`src/rtl/divider_arbiter_if.sv`:
```
// Requester and divider signals of divider_arbiter; master = arbiter side, slave = requesters plus divider.
// Operand buses pack requester i at [16i+15:16i]; shift codes at [4i+3:4i].
interface divider_arbiter_if #(
    parameter int N = 4
);
    logic [N-1:0]    req_valid;
    logic [N-1:0]    req_ready;
    logic [16*N-1:0] req_in0;
    logic [16*N-1:0] req_in1;
    logic [4*N-1:0]  req_shift;
    logic [N-1:0]    rsp_valid;
    logic [15:0]     rsp_data;
    logic            rsp_err;
    logic            div_once;
    logic [15:0]     div_in0;
    logic [15:0]     div_in1;
    logic [3:0]      div_shift;
    logic            div_done;
    logic [15:0]     div_out;

    modport master (
        input  req_valid, req_in0, req_in1, req_shift, div_done, div_out,
        output req_ready, rsp_valid, rsp_data, rsp_err, div_once, div_in0, div_in1, div_shift
    );

    modport slave (
        output req_valid, req_in0, req_in1, req_shift, div_done, div_out,
        input  req_ready, rsp_valid, rsp_data, rsp_err, div_once, div_in0, div_in1, div_shift
    );
endinterface

```
`src/rtl/divider_arbiter.sv`:
```
// Round-robin sharing of one iterative divider among N requesters; shift 0/15 resolved locally.
// Latency: passthrough accept+1, divider accept+2+L (optional WAIT abort with DIV_ARB_TIMEOUT_EN).
// Backpressure: one request in flight; req_ready is a one-hot strobe only while idle.
module divider_arbiter #(
    parameter int N       = 4,
    parameter int TIMEOUT = 32
) (
    input  logic               clk,
    input  logic               rst,
    divider_arbiter_if.master  bus
);
    localparam int IW = (N > 1) ? $clog2(N) : 1;

    typedef enum logic [1:0] {IDLE, ISSUE, WAIT, RESP} state_t;

    state_t         state, state_nx;
    logic [IW-1:0]  last, id, gnt_idx, cand;
    logic           found, accept;
    logic [15:0]    sel_in0, sel_in1;
    logic [3:0]     sel_shift;
    logic [15:0]    op_in0, op_in1, result;
    logic [3:0]     op_shift;
    logic [N-1:0]   ready_oh, rsp_oh;

`ifdef DIV_ARB_TIMEOUT_EN
    localparam int CW = $clog2(TIMEOUT) + 1;
    logic [CW-1:0]  cnt;
    logic           timeout_hit;
    logic           err;

    assign timeout_hit = (state == WAIT) && (cnt == CW'(TIMEOUT - 1));
`else
    logic           unused_timeout;
    assign unused_timeout = (TIMEOUT > 0);
`endif

    // First pending requester after the last grant, wrapping around.
    always_comb begin
        found   = 1'b0;
        gnt_idx = '0;
        cand    = '0;
        for (int k = 1; k <= N; k++) begin
            cand = IW'((int'(last) + k) % N);
            if (!found && bus.req_valid[cand]) begin
                found   = 1'b1;
                gnt_idx = cand;
            end
        end
    end

    assign accept    = (state == IDLE) && found && !rst;
    assign sel_in0   = bus.req_in0[int'(gnt_idx)*16 +: 16];
    assign sel_in1   = bus.req_in1[int'(gnt_idx)*16 +: 16];
    assign sel_shift = bus.req_shift[int'(gnt_idx)*4 +: 4];

    always_comb begin
        state_nx = state;
        ready_oh = '0;
        rsp_oh   = '0;
        case (state)
            IDLE: begin
                if (accept) begin
                    ready_oh[gnt_idx] = 1'b1;
                    state_nx = (sel_shift == 4'd0 || sel_shift == 4'd15) ? RESP : ISSUE;
                end
            end
            ISSUE: state_nx = WAIT;
            WAIT: begin
                if (bus.div_done) begin
                    state_nx = RESP;
                end
`ifdef DIV_ARB_TIMEOUT_EN
                else if (timeout_hit) begin
                    state_nx = RESP;
                end
`endif
            end
            RESP: begin
                rsp_oh[id] = 1'b1;
                state_nx   = IDLE;
            end
            default: state_nx = IDLE;
        endcase
    end

    always_ff @(posedge clk or posedge rst) begin
        if (rst) begin
            state    <= IDLE;
            last     <= IW'(N - 1);
            id       <= '0;
            op_in0   <= '0;
            op_in1   <= '0;
            op_shift <= '0;
            result   <= '0;
`ifdef DIV_ARB_TIMEOUT_EN
            err      <= 1'b0;
`endif
        end else begin
            state <= state_nx;
            if (accept) begin
                last     <= gnt_idx;
                id       <= gnt_idx;
                op_in0   <= sel_in0;
                op_in1   <= sel_in1;
                op_shift <= sel_shift;
`ifdef DIV_ARB_TIMEOUT_EN
                err      <= 1'b0;
`endif
                if (sel_shift == 4'd0) begin
                    result <= sel_in0;
                end else if (sel_shift == 4'd15) begin
                    result <= sel_in1;
                end
            end
            // A done coinciding with expiry takes precedence over the abort.
            if (state == WAIT) begin
                if (bus.div_done) begin
                    result <= bus.div_out;
                end
`ifdef DIV_ARB_TIMEOUT_EN
                else if (timeout_hit) begin
                    result <= 16'hFFFF;
                    err    <= 1'b1;
                end
`endif
            end
        end
    end

`ifdef DIV_ARB_TIMEOUT_EN
    always_ff @(posedge clk or posedge rst) begin
        if (rst) begin
            cnt <= '0;
        end else if (state != WAIT) begin
            cnt <= '0;
        end else begin
            cnt <= cnt + 1'b1;
        end
    end
    assign bus.rsp_err = err;
`else
    assign bus.rsp_err = 1'b0;
`endif

    assign bus.req_ready = ready_oh;
    assign bus.rsp_valid = rsp_oh;
    assign bus.rsp_data  = result;
    assign bus.div_once  = (state == ISSUE);
    assign bus.div_in0   = op_in0;
    assign bus.div_in1   = op_in1;
    assign bus.div_shift = op_shift;
endmodule

```
`src/flat_wrapper.sv`:
```
// flat-port wrapper written by rule: the top's interface ports become plain ports
module divider_arbiter_flat 
#(
    parameter int N       = 4,
    parameter int TIMEOUT = 32
)
  (clk, rst, bus_req_valid, bus_req_in0, bus_req_in1, bus_req_shift, bus_div_done, bus_div_out, bus_req_ready, bus_rsp_valid, bus_rsp_data, bus_rsp_err, bus_div_once, bus_div_in0, bus_div_in1, bus_div_shift);
  divider_arbiter_if #(.N(N)) bus_i ();
  input  logic clk;
  input  logic rst;
  input wire logic [$bits(bus_i.req_valid)-1:0] bus_req_valid;
  input wire logic [$bits(bus_i.req_in0)-1:0] bus_req_in0;
  input wire logic [$bits(bus_i.req_in1)-1:0] bus_req_in1;
  input wire logic [$bits(bus_i.req_shift)-1:0] bus_req_shift;
  input wire logic [$bits(bus_i.div_done)-1:0] bus_div_done;
  input wire logic [$bits(bus_i.div_out)-1:0] bus_div_out;
  output wire logic [$bits(bus_i.req_ready)-1:0] bus_req_ready;
  output wire logic [$bits(bus_i.rsp_valid)-1:0] bus_rsp_valid;
  output wire logic [$bits(bus_i.rsp_data)-1:0] bus_rsp_data;
  output wire logic [$bits(bus_i.rsp_err)-1:0] bus_rsp_err;
  output wire logic [$bits(bus_i.div_once)-1:0] bus_div_once;
  output wire logic [$bits(bus_i.div_in0)-1:0] bus_div_in0;
  output wire logic [$bits(bus_i.div_in1)-1:0] bus_div_in1;
  output wire logic [$bits(bus_i.div_shift)-1:0] bus_div_shift;
  assign bus_i.req_valid = bus_req_valid;
  assign bus_i.req_in0 = bus_req_in0;
  assign bus_i.req_in1 = bus_req_in1;
  assign bus_i.req_shift = bus_req_shift;
  assign bus_i.div_done = bus_div_done;
  assign bus_i.div_out = bus_div_out;
  assign bus_req_ready = bus_i.req_ready;
  assign bus_rsp_valid = bus_i.rsp_valid;
  assign bus_rsp_data = bus_i.rsp_data;
  assign bus_rsp_err = bus_i.rsp_err;
  assign bus_div_once = bus_i.div_once;
  assign bus_div_in0 = bus_i.div_in0;
  assign bus_div_in1 = bus_i.div_in1;
  assign bus_div_shift = bus_i.div_shift;
  divider_arbiter #(.N(N), .TIMEOUT(TIMEOUT)) u_core (.clk(clk), .rst(rst), .bus(bus_i));
endmodule
```
`config.mk`:
```
export PLATFORM = sky130hd
export DESIGN_NAME = divider_arbiter_flat
export DESIGN_NICKNAME = d
export VERILOG_FILES = /design/src/rtl/divider_arbiter_if.sv /design/src/rtl/divider_arbiter.sv /design/src/flat_wrapper.sv
export SDC_FILE = /design/constraint.sdc
export NUM_CORES = 1
export LEC_CHECK = 0
export ABC_AREA = 1
export CORE_UTILIZATION = 43
export DETAILED_ROUTE_END_ITERATION = 6
export HOLD_SLACK_MARGIN = 0.02
export MAX_ROUTING_LAYER = met4
export PLACE_DENSITY = 0.9
export SKIP_CTS_REPAIR_TIMING = 1
export SYNTH_ARGS = -nofsm -noshare
export SYNTH_HDL_FRONTEND = slang
export SYNTH_SLANG_ARGS = --single-unit
```
`constraint.sdc`:
```
create_clock -name clk -period 11.6 [get_ports clk]
set_input_delay 2.32 -clock clk [delete_from_list [all_inputs] [get_ports clk]]
set_output_delay 2.32 -clock clk [all_outputs]
set_load 0.03 [all_outputs]
```
## After elaboration in Yosys (flattened, before gate mapping)

Index checks and enable logic that the tools add are counted.

- Flip-flop bits (word level): 58
- Latch bits: 0
- RAM bits: 0
- Memory bits (read-only): 0
- Input bits: 167
- Logic and storage cells: 75
- Memories: 0

- Add/subtract/negate cells: 4
- $mul: 0
- Divide/modulo/power cells: 0
- Order comparisons: 8
- Equal/unequal tests: 6
- Shift operators: 3
- Multiplexer cells: 32
- Bitwise logic cells: 0
- Reductions and logical operators: 15

Operators with widths:

| operator | count |
|---|---|
| $shiftx 64x7->16 | 2 |
| $mux 16 | 5 |
| $lt 2x3->1 const B | 6 |
| $shiftx 16x5->4 | 1 |
| $mux 2 | 7 |
| $mux 4 | 3 |
| $mux 1 | 10 |
| $bmux 1 s2 | 4 |
| $pmux 2 s4 | 1 |
| $logic_and 1x1->1 | 7 |
| $add 2x1->2 const B | 2 |
| $add 2x2->2 const B | 2 |
| $demux 1 s2 | 2 |
| $eq 2x2->1 const B | 2 |
| $eq 4x4->1 const B | 1 |
| $ge 2x1->1 const B | 2 |
| $logic_not 1->1 | 4 |
| $logic_not 4->1 | 1 |
| $eq 2x1->1 const B | 1 |
| $logic_not 2->1 | 1 |
| $ne 2x1->1 const B | 1 |
| $ne 2x2->1 const B | 1 |
| $reduce_and 2->1 | 1 |
| $logic_or 1x1->1 | 1 |

## Logic depth before layout (Yosys ltp)

Gate-level depths: netlist (run 1).

- Depth in word-level cells: 20
- Gate-level depth with buffers: 23
- Depth with buffers taken out: 21

## Worst setup path after synthesis (run 1)

Ideal clock, no wire load.

- Path kind: input-to-output
- Start point: input port rst
- End point: output port bus_req_ready[1]
- Arrival time: 4991 ps
- Path slack: 4289 ps
- Cell stages on the path: 8
- Path buffers: 3
- Path through: inv_1 -> nand3_1 -> buf_2 -> inv_1 -> buf_2 -> buf_2 -> nand2_1 -> nor2_1

- Cells in the longest elaborated chain, start to end: 4

RTL lines:

| element | line | source |
|---|---|---|
| start, declared | flat_wrapper.sv:10 | `input logic rst;` |
| $logic_not 1->1 | divider_arbiter.sv:51 | `assign accept = (state == IDLE) && found && !rst;` |
| $logic_and 1x1->1 | divider_arbiter.sv:51 |  |
| $mux 4 | divider_arbiter.sv:62 | `if (accept) begin` |
| $mux 4 | divider_arbiter.sv:60 | `case (state)` |
| end, declared | flat_wrapper.sv:17 | `output wire logic [$bits(bus_i.req_ready)-1:0] bus_req_ready;` |

No other way between the ends.

## Worst setup path in the final report (run 1)

- Start point: input port bus_req_valid[2]
- End point: output port bus_req_ready[2]

- Cells in the longest elaborated chain, start to end: 18
- Elaborated cells on any way between the ends: 31
- Classes of those cells: order compare (2); mux (20); reduce/logical (9)

RTL lines:

| element | line | source |
|---|---|---|
| start, declared | flat_wrapper.sv:11 | `input wire logic [$bits(bus_i.req_valid)-1:0] bus_req_valid;` |
| $bmux 1 s2 | divider_arbiter.sv:44 | `if (!found && bus.req_valid[cand]) begin` |
| $mux 1 (not written as such) | divider_arbiter.sv:44 |  |
| $mux 1 | divider_arbiter.sv:44 |  |
| $logic_not 1->1 | divider_arbiter.sv:44 |  |
| $logic_and 1x1->1 | divider_arbiter.sv:44 |  |
| $mux 1 | divider_arbiter.sv:44 |  |
| $logic_not 1->1 | divider_arbiter.sv:44 |  |
| $logic_and 1x1->1 | divider_arbiter.sv:44 |  |
| [... 2 more ...] | - |  |
| $logic_and 1x1->1 | divider_arbiter.sv:44 |  |
| $mux 2 | divider_arbiter.sv:44 |  |
| $lt 2x3->1 (not written as such) / $ge 2x1->1 (equally long branches) | divider_arbiter.sv:63 | `ready_oh[gnt_idx] = 1'b1;` |
| $logic_and 1x1->1 (not written as such) | divider_arbiter.sv:63 |  |
| $mux 1 (not written as such) | divider_arbiter.sv:63 |  |
| $demux 1 s2 | - |  |
| $mux 4 (*) | divider_arbiter.sv:62 |  |
| $mux 4 (*) | divider_arbiter.sv:60 |  |

Every way passes the cells marked *; elsewhere a longest branch is shown, timed or not. The select of a mux whose other input is x is not followed.

==> flow_metrics.py, run 1 <==
metrics = {
    "status": {
        "status": "finished, final reports clean",
    },
    "sta": {
        "max_clock_freq_ghz": 0.134,
        "hold_viol_final": 0,
        "worst_slack_ps": 4150,
        "fin_tns_setup_ps": 0,
        "fin_worst_skew_ps": 5.36,
        "finalSetupViolations": 0,
        "holdWs_ps": 477,
        "layout_min_cycle_time_ps": 7450,
        "worst_slew_pin_slew_ps": 755,
        "rsz0062_at_grt": "false",
        "min_period_over_period": 0.642,
        "slew_viol_final": 0,
        "maxSlewHeadroom": 0.497,
    },
    "floorplanning": {
        "pin_count": 229,
        "initial_core_util": 0.449,
        "die_y_um": 101,
        "coreArea_um2": 9330,
        "rows": 35,
        "dieArea_um2": 10100,
        "dieWidth_um": 101,
    },
    "power": {
        "fin_total_pwr_mw": 2.35,
        "p_leak_nw": 3.20,
        "power.density_nw_per_um2": 353,
        "ir_drop_v": 0.000240,
    },
    "layout": {
        "fillers": 791,
        "fin_util": 0.712,
        "seq_area_um2": 1450,
        "fin_cells": 985,
        "stdcell_area_um2": 6650,
        "syn_to_final_growth_pct": 58.8,
        "layout_common_cells": "nand2_1, clkdlybuf4s50_1, dfrtp_1",
        "antennaDiodeCount": 0,
        "final_layout_size_suffix_gt1_frac": 0.0724,
        "multiInputGateArea_um2": 2300,
        "final_common_cell": "nand2_1",
        "final_nets": 1022,
    },
    "placement": {
        "io_buffers": 227,
        "dp.cells": 969,
        "gp_congestion": 1.06,
        "hpwl_mm": 12.3,
        "place_area_um2": 6460,
        "pre_cts_ws_ps": 4200,
    },
    "global_routing": {
        "grt_max_degree": 66,
        "first_global_vias": 5119,
        "antenna_found_initial": 0,
        "grt_overflow": 0,
        "track_usage": 0.335,
        "grt_pass1_wl_mm": 25.3,
    },
    "worst_setup_path": {
        "criticalPathCategory": "in2out",
        "end_kind": "output pin",
        "rrSetupSlack_ps": 8100,
        "worstPathArrival_ps": 5130,
        "crit_fanout": 65,
        "critPathLaunch": "bus_req_valid[2]",
        "critical_path_required_ps": 9280,
        "timing.rr.end": "u_core.bus.rsp_data[0]",
        "critPathLaunchType": "input pin",
        "ff2ff_path_depth": 18,
        "r2r_start": "u_core.last[0]",
        "crit_end": "bus_req_ready[2]",
    },
    "logic_synthesis": {
        "synth_nets": 811,
        "yosysWarnings": 0,
        "syn_avg_cell_area_um2": 6.54,
        "synth_cell_types": 32,
        "ys_seq_elements": 58,
        "yosysSeqAreaShare": 0.347,
        "syn_inst": 640,
        "netlist_area_um2": 4190,
    },
    "clock_tree": {
        "htreeDepth": 3,
        "cts.clk_slew.worst_paths_ps": 60,
        "cts_root_buffer": "clkbuf_8",
        "clock_latency_ps": 340,
        "numCtsBuffers": 9,
        "cts_tree": "done",
        "ctsLongestPathBuffers": 2,
        "cts_sinks": 58,
    },
    "hold_path": {
        "min_path_cells": 1,
        "min-delay-start": "u_core.bus.div_in0[6]",
        "min_path_type": "reg2reg",
    },
    "detailed_routing": {
        "ant_nets": 0,
        "initialDrtViolationCount": 314,
        "vias": 5181,
        "dr.pass1.iters": 6,
        "vias_per_cell": 5.26,
        "wl_per_cell_um": 16.5,
        "drc": 0,
        "finalWirelength_mm": 16.3,
    },
    "run": {
        "max_cap_violations": 0,
    },
}
-- flip-flops by register name, summed over array words and instances (netlist names) --
signal	count
u_core.bus.div_in0	16
u_core.bus.div_in1	16
u_core.bus.div_shift	4
u_core.bus.rsp_data	16
u_core.id	2
u_core.last	2
u_core.state	2
-- kinds of logic after synthesis --
group	count (synthesis)	synth area share
other cells	1	0.000896
simple gates	395	0.409
fa+ha+maj	4	0.0120
flops	58	0.347
compound gates	89	0.127
buf+inv	93	0.104
-- layout make-up --
type,count,share of cell area
Tap cell,129,0.0243
Timing Repair Buffer,232,0.348
Inverter,61,0.0352
Multi-Input combinational cell,489,0.347
Clock buffer,14,0.0260
Clock inverter,2,0.00151
Sequential cell,58,0.219
-- Yosys cell counts --
master	instances	area [um2]
nor2_1	27	101
inv_2	9	33.8
nand3_4	1	17.5
clkbuf_1	8	30.0
o21a_1	4	30.0
buf_6	6	67.6
a21oi_1	32	160
a31oi_1	10	62.6
nand4_1	19	119
dfstp_2	2	52.6
a22oi_1	12	90.1
o21ai_1	1	5.00
buf_4	7	52.6
nand3_2	2	20.0
ha_1	4	50.1
o21ai_0	18	90.1
o211ai_1	1	7.51
nor2_2	1	6.26
nand2_4	4	45.0
inv_1	50	188
buf_1	3	11.3
nand2_2	14	87.6
a21o_1	8	60.1
inv_4	2	12.5
nor2_8	2	40.0
conb_1	1	3.75
a21oi_2	3	26.3
dfrtp_1	56	1400
nand2_1	282	1060
buf_2	8	40.0
nor3_1	4	20.0
nand3_1	39	195
-- per-layer routing --
metal	GRT usage	part of all wire	vias to the layer above	wire, um
met1	0.386	0.39	2384	6410
met2	0.573	0.49	286	7960
li1	-	-	2464	-
met5	-	0	-	0
met3	0.0596	0.083	47	1360
met4	0.146	0.034	0	557
-- critical path: stages --
cell and delay, ps:
clkdlybuf4s50_1 450, nand2_2 110, nand2_1 50, nand2_1 100
nand2_2 100, nor2_8 140, nand3_4 130, nand3_2 90
buf_4 540, inv_1 200, nand2_1 220, nor2_1 60
clkdlybuf4s50_1 600
-- worst min-delay path by stage --
stage | end | slack, ps
after CTS | u_core.bus.div_in0[6] | 480
after floorplan | u_core.last[1] | 550
final | u_core.bus.div_in0[6] | 480
after global placement | u_core.bus.div_in0[12] | 460
after detailed placement | u_core.bus.div_in0[6] | 470
after global routing | u_core.bus.div_in0[6] | 490
-- where the power goes --
group / switching (mW) / internal (mW)
Combinational: 1.19 / 0.594
Clock: 0.0783 / 0.0945
Sequential: 0.0796 / 0.309
Power figures use the tool's default switching activity.
==> inputs of run 2 (changes only) <==
--- a/config.mk
+++ b/config.mk
@@ -6,11 +6,11 @@
 export NUM_CORES = 1
 export LEC_CHECK = 0
 export ABC_AREA = 1
-export CORE_UTILIZATION = 43
+export CORE_UTILIZATION = 40
 export DETAILED_ROUTE_END_ITERATION = 6
 export HOLD_SLACK_MARGIN = 0.02
 export MAX_ROUTING_LAYER = met4
-export PLACE_DENSITY = 0.9
+export PLACE_DENSITY = 0.84
 export SKIP_CTS_REPAIR_TIMING = 1
 export SYNTH_ARGS = -nofsm -noshare
 export SYNTH_HDL_FRONTEND = slang
==> constraint.sdc (replaced) <==
create_clock -name clk -period 7.75 [get_ports clk]
set_input_delay 1.55 -clock clk [delete_from_list [all_inputs] [get_ports clk]]
set_output_delay 1.55 -clock clk [all_outputs]
set_load 0.03 [all_outputs]
==> run 2 against run 1 <==
Net effect:
- sequential power up 48%
- sequential share of layout area barely moved
- total power up 50%
- core utilization is 4.4 points lower
- register-to-register slack worse by 4300 ps
- combinational power rose by 50%
- clock skew grew 2.0 ps
- hold slack about the same
- count of clock-buffer cells in the layout stayed put
- critical path depth stayed put
- critical path type unchanged
==> flow_metrics.py, run 2 (synthesis results as in run 1) <==
metrics = {
    "status": {
        "status": "finished, final reports clean",
    },
    "sta": {
        "finalSetupViolations": 0,
        "maxSlewHeadroom": 0.476,
        "hold_viol_final": 0,
        "worst_slack_ps": 1730,
        "rsz0062_at_grt": "false",
        "max_clock_freq_ghz": 0.166,
        "fin_worst_skew_ps": 7.40,
        "slew_viol_final": 0,
        "min_period_over_period": 0.777,
        "layout_min_cycle_time_ps": 6020,
        "worst_slew_pin_slew_ps": 785,
        "fin_tns_setup_ps": 0,
    },
    "layout": {
        "antennaDiodeCount": 0,
        "final_common_cell": "nand2_1",
        "syn_to_final_growth_pct": 58.9,
        "final_nets": 1022,
        "fin_util": 0.668,
        "layout_common_cells": "nand2_1, clkdlybuf4s50_1, dfrtp_1",
        "final_layout_size_suffix_gt1_frac": 0.0724,
    },
    "power": {
        "p_leak_nw": 3.20,
        "ir_drop_v": 0.000269,
        "power.density_nw_per_um2": 529,
    },
    "clock_tree": {
        "cts.clk_slew.worst_paths_ps": 60,
        "cts_tree": "done",
        "htreeDepth": 3,
        "numCtsBuffers": 9,
        "cts_root_buffer": "clkbuf_8",
        "clock_latency_ps": 320,
        "cts_sinks": 58,
        "ctsLongestPathBuffers": 2,
    },
    "run": {
        "max_cap_violations": 0,
    },
    "floorplanning": {
        "initial_core_util": 0.420,
        "rows": 36,
        "pin_count": 229,
        "die_y_um": 104,
        "dieWidth_um": 104,
        "dieArea_um2": 10900,
        "coreArea_um2": 9950,
    },
    "worst_setup_path": {
        "crit_path_frequent_cell": "nand2_1",
        "cp_cell_sequence": "clkdlybuf4s50_1 > nand2_1 > nand2_1 > nand2_1 > nand2_2 > nor2_8 > nand3_4 > nand3_2 > inv_1 > buf_4 > nand2_1 > nor2_1 > clkdlybuf4s50_1",
        "r2r_start": "u_core.last[0]",
        "criticalPathCategory": "in2out",
        "worstPathArrival_ps": 4470,
        "max_stage_delay_ps": 700,
        "end_kind": "output pin",
        "ff2ff_path_depth": 17,
        "cp_slowest_cell": "clkdlybuf4s50_1",
        "critPathLaunchType": "input pin",
        "rrSetupSlack_ps": 3810,
        "critical_path_required_ps": 6200,
        "crit_fanout": 17,
        "timing.rr.end": "u_core.bus.rsp_data[14]",
    },
    "hold_path": {
        "min_path_type": "reg2reg",
        "min_path_cells": 1,
        "holdPathEnd": "u_core.bus.div_in0[1]",
        "min-delay-start": "u_core.bus.div_in0[1]",
    },
    "detailed_routing": {
        "vias_per_cell": 5.22,
        "finalWirelength_mm": 16.3,
        "dr.pass1.iters": 5,
        "drc": 0,
        "vias": 5161,
        "initialDrtViolationCount": 380,
        "wl_per_cell_um": 16.5,
        "ant_nets": 0,
    },
    "global_routing": {
        "met1_usage": 0.342,
        "grt_max_degree": 65,
        "track_usage": 0.310,
        "top_usage_layer": "met2",
        "antenna_found_initial": 0,
        "grt_use_met2": 0.557,
        "grt_use_met3": 0.0432,
        "first_global_vias": 5191,
        "grt_pass1_wl_mm": 25.8,
        "grt_overflow": 0,
    },
    "placement": {
        "pre_cts_ws_ps": 1800,
        "io_buffers": 227,
        "gp_congestion": 0.909,
        "hpwl_mm": 12.4,
    },
}
run 2: cell counts in the layout (fill, tap and decap cells not counted):
Identical to the previous run, type by type.
run 2: critical path, delay by kind of cell:
kind          cells  cell delay, ps
buf+inv           4            1930
simple gates      9             990
run 2: how the worst max path moves through the flow:
stage | startpoint | endpoint | slack, ps
2_1_floorplan | rst | bus_req_ready[1] | 1980
3_3_place_gp | bus_req_valid[0] | bus_req_ready[3] | 1960
3_5_place_dp | bus_req_valid[3] | bus_req_ready[3] | 1800
4_1_cts | bus_req_valid[3] | bus_req_ready[3] | 1780
5_1_grt | bus_req_valid[3] | bus_req_ready[3] | 1510
6_report | bus_req_valid[3] | bus_req_ready[3] | 1730
run 2: through the flow:
stage | hold WS, ps | instance area (um2) | total power [mW] | cells
global placement | 459 | 6470 | 3.17 | 973
CTS | 481 | 6650 | 3.51 | 989
detailed placement | 465 | 6470 | 3.24 | 973
finish | 477 | 6650 | 3.52 | 989
floorplan | 550 | 4190 | 2.48 | 640
global route | 487 | 6650 | 3.81 | 989
run 2: area by class of cell:
class	instances	area, um2
multi-input cells	489	2300
clock inverters	2	10.0
well taps	133	166
inverters	61	234
fillers	875	3300
clock buffers	14	173
repair buffers	232	2310
flip-flops and latches	58	1450
run 2: where the power goes:
part           internal (mW)  switching, mW
Clock                  0.142          0.118
Sequential             0.462          0.111
Combinational          0.890           1.79
Total                   1.49           2.02
run 2: routing by layer:
layer	share of wire	routed length, um
met1	0.39	6420
met2	0.51	8320
met3	0.065	1060
met4	0.031	504
met5	0	0
==> inputs of run 3 (changes only) <==
==> constraint.sdc (replaced) <==
create_clock -name clk -period 6 [get_ports clk]
set_input_delay 1.2 -clock clk [delete_from_list [all_inputs] [get_ports clk]]
set_output_delay 1.2 -clock clk [all_outputs]
set_load 0.03 [all_outputs]
==> run 3 against run 2 <==
Net effect:
- clock power is 80% higher
- wire length is 0.45% lower
- core utilization is 0.62 points higher
- sequential cell count stayed put
- die area stayed put
- register-to-register slack worse by 1600 ps
- combinational power is 30% higher
- global-route usage is 0.57 points lower
- sequential share of layout area is 0.20 points lower
- largest cell class is now multi-input gates
==> flow_metrics.py, run 3 (synthesis results as in run 1) <==
metrics = {
    "floorplanning": {
        "rows": 36,
        "coreArea_um2": 9950,
        "dieArea_um2": 10900,
        "initial_core_util": 0.420,
        "pin_count": 229,
        "die_y_um": 104,
        "dieWidth_um": 104,
    },
    "hold_path": {
        "min_path_type": "reg2reg",
    },
    "run": {
        "max_cap_violations": 0,
    },
    "worst_setup_path": {
        "cp_slowest_cell": "clkdlybuf4s50_1",
        "end_kind": "output pin",
        "max_stage_delay_ps": 500,
        "critPathLaunchType": "input pin",
        "crit_path_frequent_cell": "nand2_1",
        "cp_cell_sequence": "clkdlybuf4s50_1 > nand2_1 > nand2_1 > nand2_1 > nand2_2 > inv_2 > nand3_4 > nand3_2 > inv_1 > buf_4 > nand2_1 > nor2_1 > buf_4",
        "critical_path_required_ps": 4800,
        "criticalPathCategory": "in2out",
        "crit_fanout": 33,
        "worstPathArrival_ps": 3630,
    },
    "clock_tree": {
        "numCtsBuffers": 9,
        "cts_tree": "done",
        "htreeDepth": 3,
        "cts_root_buffer": "clkbuf_8",
        "cts_sinks": 58,
        "cts.clk_slew.worst_paths_ps": 70,
        "ctsLongestPathBuffers": 2,
        "clock_latency_ps": 350,
    },
    "layout": {
        "layout_common_cells": "nand2_1, clkdlybuf4s50_1, dfrtp_1",
        "final_nets": 1022,
        "syn_to_final_growth_pct": 60.4,
        "final_common_cell": "nand2_1",
        "final_layout_size_suffix_gt1_frac": 0.0783,
        "antennaDiodeCount": 0,
    },
    "sta": {
        "finalSetupViolations": 0,
        "max_clock_freq_ghz": 0.207,
        "worst_slew_pin_slew_ps": 805,
        "hold_viol_final": 0,
        "fin_tns_setup_ps": 0,
        "slew_viol_final": 0,
        "layout_min_cycle_time_ps": 4830,
        "maxSlewHeadroom": 0.463,
        "rsz0062_at_grt": "false",
        "holdWs_ps": 482,
        "min_period_over_period": 0.805,
        "fin_worst_skew_ps": 9.92,
    },
    "global_routing": {
        "grt_overflow": 0,
        "grt_pass1_wl_mm": 25.3,
        "antenna_found_initial": 0,
        "grt_max_degree": 59,
        "first_global_vias": 5074,
        "track_usage": 0.304,
    },
    "detailed_routing": {
        "drc": 0,
        "finalWirelength_mm": 16.2,
        "vias": 5103,
        "wl_per_cell_um": 16.4,
        "vias_per_cell": 5.16,
        "dr.pass1.iters": 5,
        "initialDrtViolationCount": 263,
        "ant_nets": 0,
    },
    "power": {
        "power.density_nw_per_um2": 697,
        "p_leak_nw": 3.24,
        "ir_drop_v": 0.000382,
    },
    "placement": {
        "hpwl_mm": 12.3,
        "io_buffers": 227,
        "gp_congestion": 0.902,
    },
    "status": {
        "status": "finished, final reports clean",
    },
}
==> run 3: layer usage <==
metal	vias to the layer above	GRT usage	share of wire	routed length (um)
met1	2346	0.334	0.39	6370
met5	-	-	0	0
met3	41	0.0558	0.070	1130
met2	255	0.536	0.51	8240
met4	0	0.131	0.030	488
li1	2461	-	-	-
==> run 3: where the power goes <==
part | switching [mW] | internal (mW)
logic | 2.33 | 1.15
registers | 0.141 | 0.597
clock network | 0.168 | 0.297
total | 2.64 | 2.04
==> run 3: final timing paths <==
path,startpoint,endpoint,slack (ps),depth (start not counted)
max,bus_req_valid[2],bus_req_ready[1],1170,13
min,u_core.bus.div_in0[0],u_core.bus.div_in0[0],480,1
max reg2reg,u_core.last[0],u_core.bus.rsp_data[14],2190,17
min reg2reg,u_core.bus.div_in0[0],u_core.bus.div_in0[0],480,1
max in group asynchronous,rst,u_core.bus.div_in1[2],4040,3
min in group asynchronous,rst,u_core.bus.rsp_data[12],1440,3
==> run 3: worst max-delay path: cells and delay by family <==
| family | cells | cell delay (ps) |
|---|---|---|
| simple gates | 8 | 1200 |
| buf+inv | 5 | 1210 |
==> run 3: layout make-up <==
class | count | area (um2)
Clock inverter | 5 | 100
Tap cell | 133 | 166
Timing Repair Buffer | 232 | 2300
Clock buffer | 11 | 151
Inverter | 61 | 234
Fill cell | 886 | 3240
Sequential cell | 58 | 1450
Multi-Input combinational cell | 489 | 2300
==> run 3: stage by stage <==
stage	area (um2)	std cells	total power [mW]	setup WS, ps	utilization
CTS	6710	989	4.67	1160	0.674
global route	6710	989	5.05	887	0.674
global placement	6460	973	4.12	1250	0.649
detailed placement	6460	973	4.19	1160	0.649
floorplan	4190	640	3.20	929	-
finish	6710	989	4.68	1170	0.674
